$ cat src/rtl/m92_pkg.sv
// Shared types for the m92 SDRAM path: write-combiner word record, merge
// decision kinds and a lane-overlay helper.
package m92_pkg;

    typedef struct packed {
        logic [24:1] addr;
        logic [15:0] data;
        logic [1:0]  be;
    } sdr_wr_t;

    typedef enum logic [1:0] {
        MERGE_LOAD,
        MERGE_SAME,
        MERGE_NEW
    } merge_kind_e;

    localparam logic [1:0] BE_FULL = 2'b11;

    function automatic logic [15:0] mergeLanes(input logic [15:0] oldData,
                                               input logic [15:0] newData,
                                               input logic [1:0]  be);
        mergeLanes = {be[1] ? newData[15:8] : oldData[15:8],
                      be[0] ? newData[7:0]  : oldData[7:0]};
    endfunction

endpackage

$ cat src/rtl/sync_fifo.sv
// Single-clock FIFO with registered pointers; the head word is visible on
// dout whenever the FIFO is non-empty. A push while full succeeds only with a pop.
module sync_fifo #(
    parameter int WIDTH = 8,
    parameter int DEPTH = 4
) (
    input  logic             clock,
    input  logic             reset,
    input  logic             push,
    input  logic             pop,
    input  logic [WIDTH-1:0] din,
    output logic [WIDTH-1:0] dout,
    output logic             full,
    output logic             empty
);
    localparam int AW = $clog2(DEPTH);
    localparam int CW = $clog2(DEPTH) + 1;
    localparam logic [AW-1:0] PTR_ONE  = AW'(1);
    localparam logic [CW-1:0] CNT_ONE  = CW'(1);
    localparam logic [CW-1:0] CNT_FULL = CW'(DEPTH);

    logic [WIDTH-1:0] mem_q [DEPTH];
    logic [AW-1:0]    wrPtr_q;
    logic [AW-1:0]    rdPtr_q;
    logic [CW-1:0]    count_q;
    logic             doPush;
    logic             doPop;

    assign empty  = (count_q == '0);
    assign full   = (count_q == CNT_FULL);
    assign doPop  = pop & ~empty;
    assign doPush = push & (~full | doPop);
    assign dout   = mem_q[rdPtr_q];

    always_ff @(posedge clock) begin
        if (reset) begin
            wrPtr_q <= '0;
            rdPtr_q <= '0;
            count_q <= '0;
        end else begin
            if (doPush) wrPtr_q <= wrPtr_q + PTR_ONE;
            if (doPop)  rdPtr_q <= rdPtr_q + PTR_ONE;
            case ({doPush, doPop})
                2'b10:   count_q <= count_q + CNT_ONE;
                2'b01:   count_q <= count_q - CNT_ONE;
                default: count_q <= count_q;
            endcase
        end
    end

    // Storage carries no reset; the count alone decides what is valid.
    always_ff @(posedge clock) begin
        if (doPush) mem_q[wrPtr_q] <= din;
    end

endmodule

$ cat src/rtl/sdr_write_merge.sv
// Write-combining stage between the ROM loader byte-write port and the SDRAM
// controller: pairs byte lanes into words, queues them, issues one write per word.
module sdr_write_merge
    import m92_pkg::*;
#(
    parameter int DEPTH = 4
) (
    input  logic        sys_clk,
    input  logic        reset,
    input  logic [24:0] in_addr,
    input  logic [15:0] in_data,
    input  logic [1:0]  in_be,
    input  logic        in_req,
    output logic        in_rdy,
    input  logic        flush,
    output logic [24:0] out_addr,
    output logic [15:0] out_data,
    output logic [1:0]  out_be,
    output logic        out_req,
    input  logic        out_rdy,
    output logic        idle
);
    sdr_wr_t     pend_q, pend_d;
    logic        pendValid_q, pendValid_d;
    logic        flushPend_q, flushPend_d;
    logic        holdoff_q;
    sdr_wr_t     outWord_q;
    logic        outReq_q;

    sdr_wr_t     inWord;
    sdr_wr_t     mergedWord;
    sdr_wr_t     pushWord;
    sdr_wr_t     fifoDin;
    sdr_wr_t     fifoDout;
    merge_kind_e mergeKind;
    logic        pushNeeded;
    logic        accept;
    logic        flushService;
    logic        fifoPush;
    logic        fifoPop;
    logic        fifoFull;
    logic        fifoEmpty;
    logic        unusedAddrLsb;

    assign unusedAddrLsb = in_addr[0];

    assign inWord     = '{addr: in_addr[24:1], data: in_data, be: in_be};
    assign mergedWord = '{addr: pend_q.addr,
                          data: mergeLanes(pend_q.data, in_data, in_be),
                          be:   pend_q.be | in_be};

    always_comb begin
        mergeKind  = MERGE_LOAD;
        pushNeeded = 1'b0;
        pushWord   = inWord;
        if (!pendValid_q) begin
            mergeKind  = MERGE_LOAD;
            pushNeeded = (in_be == BE_FULL);
            pushWord   = inWord;
        end else if (in_addr[24:1] == pend_q.addr) begin
            mergeKind  = MERGE_SAME;
            pushNeeded = (mergedWord.be == BE_FULL);
            pushWord   = mergedWord;
        end else begin
            mergeKind  = MERGE_NEW;
            pushNeeded = 1'b1;
            pushWord   = pend_q;
        end
    end

    // A flush only gets a cycle the accept path leaves unused, so accepts win.
    assign accept       = in_req & ~holdoff_q & (~pushNeeded | ~fifoFull);
    assign flushService = flushPend_q & ~accept & ~fifoFull;

    always_comb begin
        pend_d      = pend_q;
        pendValid_d = pendValid_q;
        fifoPush    = 1'b0;
        fifoDin     = pushWord;
        if (accept) begin
            fifoPush = pushNeeded;
            case (mergeKind)
                MERGE_LOAD: begin
                    pend_d      = inWord;
                    pendValid_d = ~pushNeeded;
                end
                MERGE_SAME: begin
                    pend_d      = mergedWord;
                    pendValid_d = ~pushNeeded;
                end
                default: begin
                    pend_d      = inWord;
                    pendValid_d = 1'b1;
                end
            endcase
        end else if (flushService) begin
            fifoPush    = pendValid_q;
            fifoDin     = pend_q;
            pendValid_d = 1'b0;
        end
        flushPend_d = (flushPend_q & ~flushService) | flush;
    end

    always_ff @(posedge sys_clk) begin
        if (reset) begin
            pend_q      <= '0;
            pendValid_q <= 1'b0;
            flushPend_q <= 1'b0;
            holdoff_q   <= 1'b0;
        end else begin
            pend_q      <= pend_d;
            pendValid_q <= pendValid_d;
            flushPend_q <= flushPend_d;
            holdoff_q   <= accept;
        end
    end

    sync_fifo #(
        .WIDTH ($bits(sdr_wr_t)),
        .DEPTH (DEPTH)
    ) u_fifo (
        .clock (sys_clk),
        .reset (reset),
        .push  (fifoPush),
        .pop   (fifoPop),
        .din   (fifoDin),
        .dout  (fifoDout),
        .full  (fifoFull),
        .empty (fifoEmpty)
    );

    assign fifoPop = ~fifoEmpty & (~outReq_q | out_rdy);

    always_ff @(posedge sys_clk) begin
        if (reset) begin
            outWord_q <= '0;
            outReq_q  <= 1'b0;
        end else if (fifoPop) begin
            outWord_q <= fifoDout;
            outReq_q  <= 1'b1;
        end else if (out_rdy) begin
            outReq_q  <= 1'b0;
        end
    end

    assign in_rdy   = holdoff_q;
    assign out_addr = {outWord_q.addr, 1'b0};
    assign out_data = outWord_q.data;
    assign out_be   = outWord_q.be;
    assign out_req  = outReq_q;
    assign idle     = ~pendValid_q & fifoEmpty & ~outReq_q & ~flushPend_q & ~holdoff_q;

endmodule
$ cat config.mk
export PLATFORM = sky130hd
export DESIGN_NAME = sdr_write_merge
export DESIGN_NICKNAME = d
export VERILOG_FILES = /design/src/rtl/m92_pkg.sv /design/src/rtl/sync_fifo.sv /design/src/rtl/sdr_write_merge.sv
export SDC_FILE = /design/constraint.sdc
export NUM_CORES = 1
export LEC_CHECK = 0
export CAP_MARGIN = 10
export CORE_ASPECT_RATIO = 0.5
export CORE_MARGIN = 5
export CORE_UTILIZATION = 50
export CTS_CLUSTER_SIZE = 8
export DETAILED_ROUTE_END_ITERATION = 12
export GPL_ROUTABILITY_DRIVEN = 1
export GPL_TIMING_DRIVEN = 0
export PLACE_DENSITY = 0.76
export RECOVER_POWER = 50
export SYNTH_ARGS = -nofsm -noshare
export SYNTH_HDL_FRONTEND = slang
export SYNTH_SLANG_ARGS = --single-unit
$ cat constraint.sdc
create_clock -name sys_clk -period 3.4 [get_ports sys_clk]
set_clock_uncertainty 0.15 [all_clocks]
set_input_delay 1.02 -clock sys_clk [delete_from_list [all_inputs] [get_ports sys_clk]]
set_output_delay 1.02 -clock sys_clk [all_outputs]
set_load 0.01 [all_outputs]
==> results.md, run 1 <==
* Worst-Margin Slew at 691 ps
* CTS tree: built
* CP cell instances: clkdlybuf4s50_1 > nand2b_1 > and3_1 > clkbuf_1 > nor2_1 > buf_2 > mux2_2
* Area growth from synthesis to layout at 23.3%
* GPL Wtd Cong at 0.813
* N_diodes at 0
* First-pass GRT wire length at approximately 36 mm
* R2r endpoint: u_fifo.count_q[2]
* CP arrival at approximately 3400 ps
* Post-synth ARST share at 0%
* Initial antenna violation count at 0
* Reg2reg start: u_fifo.count_q[0]
* Initial core utilization at between 50 and 60%
* Critical Path End: u_fifo.mem_q[2][38]
* Final hold violation count at 0
* Placed cells at about 1,100
* Synthesized netlist cell count at 720
* Max frequency at 304 MHz
* Vias per cell at roughly 5.4
* Die span in x at 216 µm
* Power density over cell area at approximately 770 nW/µm²
* Post-Synth Simple-Gate Area at 8.08%
* Peak supply drop at roughly 320 µV
* Clk sinks at roughly 260
* Slew HR at 54.0%
* Top_reg_cell synth: edfxtp_1
* Worst path slowest cell: clkdlybuf4s50_1
* Dominant cells by area after synthesis: edfxtp_1 (48%), dfxtp_1 (18%), mux4_2 (8.9%)
* Worst R2R Path Depth at 8
* WP depth at 7
* Synth unique cells at 43
* Worst-path clk slew at around 50 ps
* Port buffer count at 90
* Max-cap violation count at 0
* Top delay family on crit path: buffers and inverters
* Sequential share of the synthesized area at between 60% and 70%
* Hold buffers post-CTS at 0
* Critical Path Source Type: primary input
* Post-Syn Area at 10,600 µm²
* Post-synthesis adder-cell area fraction at 0.779%
* Number of synthesized flops with an enable pin at between 150 and 200
* R2R Setup Slk at 450 ps
* Multiplexer share of the synthesized area at between 15 and 20%
* Vias in the first global route at roughly 6,800
* Placement row count at 37
* Final ANT Viol Nets at 0
* Core Box Area at about 21,000 µm²
* Clk_lat worst skew at roughly 500 ps
* Compound-cell area share of the yosys netlist at around 3.9%
* DRT Pass-1 Iters at 4
* Static Leak at 4.70 nW
* Io pins at 94
* Worst Path Required at about 3500 ps
* Worst hold path type: flip-flop to flip-flop
* Ys Warns at 0
* Crit path max fanout at 10
* Hold WS at 299 ps
* Via count at about 6,200
* Routed WL per cell at roughly 20 µm
* Layout Cells excl Fill at 1,158
* DRC violations left at 0
* Worst path max stage delay at 510 ps
* Die H at roughly 110 µm
* Root Driver: clkbuf_16
* Flops & latches, synth at between 200 and 300
* Largest family of logic cells by synthesized area: multiplexers
* Most frequent cells in the layout: edfxtp_1 (168), dfxtp_1 (95), nand2_1 (87)
* Outcome: finished, final reports clean
* Largest net degree at the start of global routing at 29
* Iteration-0 DRC Markers at 349
* Fin. max-slew vios at 0
* Worst Setup SP: in_req
* Yosys top cell by area: edfxtp_1
* # fillers at between 1,000 and 1,500
* Crit path kind: primary input to flip-flop
* Synth Area per Inst at ~15 µm²
* Final Cycle Share at 96.8%
* Count of final setup violators at 0
* Syn nets at roughly 770
* TritonCTS buffer count at 38
* Share of layout cells above drive strength 1 at 18.3%
* Routed WL at 22.8 mm
* # H-tree levels at 2
* XOR/XNOR Fraction of Synth Area at roughly 2.3%
* Full die area at around 24,000 µm²
* Gr usage total at 19.0%
* Nets at slightly above 900
* Gr ovfl total at 0
* Most common cell after layout, fill and taps aside: edfxtp_1
* Fin crit period at 3290 ps
* Worst path buffer plus inverter count at 3
* DP HPWL at 15.1 mm
* Area share of the largest cell type after synthesis at 47.6%
* Critical path capture point type: flip-flop
* Clk buf depth at 3
## timing repair
action	4_1_cts	5_1_grt
setup endpoints to repair	179	159
cloned	0	0
buffers inserted	2	2
resized for setup	18	8
pin swaps	4	3
## registers in the layout, indices dropped and copies added, names as in the netlist
| name | cells |
|---|---|
| out_be | 2 |
| u_fifo.mem_q | 168 |
| out_req | 1 |
| flushPend_q | 1 |
| u_fifo.count_q | 3 |
| u_fifo.wrPtr_q | 2 |
| pend_q | 18 |
| mergedWord | 24 |
| in_rdy | 1 |
| u_fifo.rdPtr_q | 2 |
| out_addr | 24 |
| out_data | 16 |
| pendValid_q | 1 |
## layout make-up
cell class              count  area (µm²)  share of cell area [%]
plain buffers              37         170                    1.30
clock buffers              68        1080                    8.31
clock inverters             1        8.76                  0.0671
inverters                   8        30.0                   0.230
multi-input cells         410        3470                    26.6
flip-flops and latches    263        6950                    53.2
well taps                 273         342                    2.62
repair buffers             98        1010                    7.70
## metal layers
metal / GRT usage (%) / up-vias / share of wire [%]
li1: - / 2920 / -
met4: 6.39 / 0 / 2.3
met3: 3.72 / 44 / 4.9
met1: 24.8 / 3126 / 44
met2: 32.3 / 157 / 49
met5: 0 / - / 0
## logic make-up after synthesis
logic type / Yosys count
AOI/OAI and AO/OA: 64
buffers and inverters: 47
and+or+nand+nor: 185
DFF: 263
muxes: 126
adders and majority gates: 6
other: 1
xor gates and xnor gates: 28
## synthesized netlist by cell type (6+ instances only)
| cell type | instances |
|---|---|
| a21oi_1 | 47 |
| buf_2 | 6 |
| clkbuf_1 | 25 |
| dfxtp_1 | 95 |
| edfxtp_1 | 168 |
| inv_1 | 7 |
| mux2_2 | 41 |
| mux2i_1 | 43 |
| mux4_2 | 42 |
| nand2_1 | 88 |
| nand2b_1 | 37 |
| nand4_1 | 6 |
| nor2_1 | 37 |
| xnor2_1 | 26 |
## power breakdown
part	total, W	internal (W)	switching (W)
Combinational	0.00264	0.00120	0.00144
Clock	0.00342	0.00214	0.00128
Sequential	0.00404	0.00387	0.000175
## worst reg2reg max path: cells and delay by family, from the launching register on
family,cells,cell delay (ps)
and+or+nand+nor,3,1090
adders and majority gates,2,680
DFF,1,350
buffers and inverters,1,310
xor gates and xnor gates,1,160
AOI/OAI and AO/OA,1,140
## how the worst min path moves through the flow
| stage | startpoint | to | slack [ps] | depth (start not counted) |
|---|---|---|---|---|
| after CTS | out_addr[13] | out_addr[13] | 300 | 2 |
| after global placement | out_data[3] | out_data[3] | 290 | 2 |
| after detailed placement | out_addr[13] | out_addr[13] | 300 | 2 |
| after global routing | out_data[15] | out_data[15] | 320 | 2 |
| final | out_data[3] | out_data[3] | 300 | 2 |
| after floorplan | pend_q[10] | pend_q[10] | 300 | 2 |
## metrics by stage
stage	setup WS [ps]	setup TNS (ps)	util (%)	instance area (µm²)	total power [W]
2_1_floorplan	90.7	0	-	10600	0.00581
3_3_place_gp	-1340	-283400	57.2	11800	0.00673
3_5_place_dp	-837	-153420	57.6	11900	0.00681
4_1_cts	0.292	0	63.0	13000	0.0103
5_1_grt	-3.53	-3.53	63.1	13100	0.0106
6_report	109	0	63.1	13100	0.0101
Note: power is estimated with default switching activity, not from simulation.
==> run 2: changes to the inputs <==
--- a/config.mk
+++ b/config.mk
@@ -5,15 +5,16 @@
 export SDC_FILE = /design/constraint.sdc
 export NUM_CORES = 1
 export LEC_CHECK = 0
-export CAP_MARGIN = 10
+export CELL_PAD_IN_SITES_DETAIL_PLACEMENT = 0
+export CELL_PAD_IN_SITES_GLOBAL_PLACEMENT = 1
 export CORE_ASPECT_RATIO = 0.5
 export CORE_MARGIN = 5
-export CORE_UTILIZATION = 50
+export CORE_UTILIZATION = 43
 export CTS_CLUSTER_SIZE = 8
 export DETAILED_ROUTE_END_ITERATION = 12
 export GPL_ROUTABILITY_DRIVEN = 1
 export GPL_TIMING_DRIVEN = 0
-export PLACE_DENSITY = 0.76
+export PLACE_DENSITY = 0.78
 export RECOVER_POWER = 50
 export SYNTH_ARGS = -nofsm -noshare
 export SYNTH_HDL_FRONTEND = slang
==> run 2 against run 1 <==
Net effect: final cell count increased by 5.8%; via count shrank 1.8%; global-route usage fell by 2.3 points; die area grew 15%; clock-buffer cell count is the same; sequential share of layout area down 0.58 points; non-clock buffer count grew 1; combinational power barely moved; first-iteration DRC count shrank 19%; largest cell class unchanged.
==> results.md, run 2 (synthesis results as in run 1) <==
* CP arrival at 3380 ps (was 3360 ps)
* Gr usage total at 16.7% (was 19.0%)
* DRC violations left at 0 (unchanged)
* Final ANT Viol Nets at 0 (unchanged)
* RSZ-0062 raised after global routing: no
* CTS tree: built (unchanged)
* Root Driver: clkbuf_16 (unchanged)
* Vias per cell at 5.01 (was 5.39)
* Worst-path clk slew at 50 ps (about the same)
* Clk buf depth at 3 (unchanged)
* Peak supply drop at 311 µV (was 322 µV)
* Clk sinks at 263 (unchanged)
* Routed WL at 23.0 mm (was 22.8 mm)
* Routed WL per cell at 18.8 µm (was 19.7 µm)
* First-pass GRT wire length at 36.3 mm (about the same)
* WL met3 at 871 µm (was 1.11 mm)
* Worst Path Required at 3490 ps (was 3470 ps)
* Worst R2R Path Depth at 7 (was 8)
* Hold buffers post-CTS at 0 (unchanged)
* Worst-Margin Slew at 939 ps (was 691 ps)
* Final Cycle Share at 96.7% (was 96.8%)
* Port buffer count at 90 (unchanged)
* Clk_lat worst skew at 500 ps (about the same)
* Fin. max-slew vios at 0 (unchanged)
* DRT Pass-1 Iters at 4 (unchanged)
* Critical Path End: u_fifo.mem_q[3][23] (was u_fifo.mem_q[2][38])
* Total Neg Setup Slack at 0 ps (unchanged)
* # H-tree levels at 2 (unchanged)
* Vias in the first global route at 6,382 (was 6,751)
* Reg2reg start: u_fifo.count_q[0] (unchanged)
* Worst hold path type: flip-flop to flip-flop (unchanged)
* WL met2 at 10.8 mm (was 11.2 mm)
* Io pins at 94 (unchanged)
* Count of final setup violators at 0 (unchanged)
* Core Box Area at 24,100 µm² (was 20,700 µm²)
* DRT met1 WL at 11.1 mm (was 9.93 mm)
* Critical path capture point type: flip-flop (unchanged)
* Initial antenna violation count at 2 (was 0)
* Fin crit period at 3290 ps (about the same)
* Worst Setup SP: in_addr[17] (was in_req)
* Most common cell after layout, fill and taps aside: edfxtp_1 (unchanged)
* Critical Path Source Type: primary input (unchanged)
* Via count at 6,134 (was 6,247)
* Slew HR at 37.4% (was 54.0%)
* Nets at 911 (was 910)
* Full die area at 28,100 µm² (was 24,400 µm²)
* Gr ovfl total at 0 (unchanged)
* Largest net degree at the start of global routing at 27 (was 29)
* Iteration-0 DRC Markers at 281 (was 349)
* DP HPWL at 15.8 mm (was 15.1 mm)
* Outcome: finished, final reports clean (unchanged)
* Die span in x at 232 µm (was 216 µm)
* Crit path max fanout at 26 (was 10)
* Static Leak at 4.79 nW (was 4.70 nW)
* Share of layout cells above drive strength 1 at 17.7% (was 18.3%)
* Total power at 0.0101 W (about the same)
* GPL Wtd Cong at 0.782 (was 0.813)
* Most flops, register: u_fifo.mem_q (unchanged)
* R2r endpoint: u_fifo.mem_q[0][39] (was u_fifo.count_q[2])
* TritonCTS buffer count at 38 (unchanged)
* Die H at 121 µm (was 113 µm)
* Crit path kind: primary input to flip-flop (unchanged)
* Top layer in use: met4 (unchanged)
* Placement row count at 40 (was 37)
* Area growth from synthesis to layout at 24.6% (was 23.3%)
* Most frequent cells in the layout: edfxtp_1 (168), dfxtp_1 (95), nand2_1 (88) (was edfxtp_1 (168), dfxtp_1 (95), nand2_1 (87))
* Final core occ at 54.7% (was 63.1%)
* Final hold violation count at 0 (unchanged)
* Max frequency at 304 MHz (about the same)
* Power density over cell area at 766 nW/µm² (was 774 nW/µm²)
* Max-cap violation count at 0 (unchanged)
* Largest register FFs at 168 (unchanged)
* R2R Setup Slk at 670 ps (was 450 ps)
* Initial core utilization at 43.9% (was 51.2%)
run 2: cell types whose count changed in the layout (fill, tap and decap cells not counted), sizes merged:
cell | previous run | this run
buf | 22 | 17
clkbuf | 91 | 97
clkdlybuf4s50 | 34 | 31
diode | 0 | 3
dlygate4sd2 | 12 | 3
dlygate4sd3 | 40 | 45
dlymetal6s2s | 4 | 11
run 2: stage by stage:
stage | hold slack, ps | cells | setup slack [ps] | area [µm²]
after global routing | 322 | 1224 | 5.87 | 13200
after detailed placement | 296 | 1150 | -944 | 12000
after floorplan | 296 | 720 | 90.7 | 10600
final | 297 | 1225 | 113 | 13200
after CTS | 302 | 1221 | -22.7 | 13100
after global placement | 291 | 1146 | -1460 | 11900
run 2: final cells by class:
type | instances | area [µm²]
fillers | 2010 | 10900
inverters | 8 | 30.0
diodes | 3 | 7.51
flip-flops and latches | 263 | 6950
repair buffers | 99 | 1040
clock buffers | 68 | 1080
plain buffers | 37 | 156
well taps | 336 | 420
clock inverters | 1 | 8.76
multi-input cells | 410 | 3510
run 2: worst min path at each step:
stage | end | from | depth (start not counted) | slack (ps)
floorplan | pend_q[10] | pend_q[10] | 2 | 300
CTS | out_be[0] | out_be[0] | 2 | 300
finish | out_be[0] | out_be[0] | 2 | 300
detailed placement | out_be[0] | out_be[0] | 2 | 300
global placement | out_addr[8] | out_addr[8] | 2 | 290
global route | out_addr[7] | out_addr[7] | 2 | 320
run 2: per-layer routing:
metal  up-vias  global-route usage (%)
li1       2928                       -
met1      3067                    23.7
met2       110                    26.3
met3        29                    3.27
met4         0                    4.65
met5         -                       0
run 2: worst max-delay path: stages:
cell and delay [ps]:
clkdlybuf4s50_1 460, xnor2_1 260, nand4_1 210, nor2_4 230, nand2_1 110, a22o_1 260
buf_4 150, and2_2 380, buf_12 270
run 2: power by group:
group,switching [W],internal [W]
Combinational,0.00146,0.00121
Clock,0.00128,0.00214
Sequential,0.000167,0.00387
Total,0.00290,0.00721
run 2: timing repair:
action / CTS / global route
resized for setup: 11 / 19
endpoints found under the setup margin: 169 / 141
pin swaps: 3 / 7
buffers inserted: 3 / 2
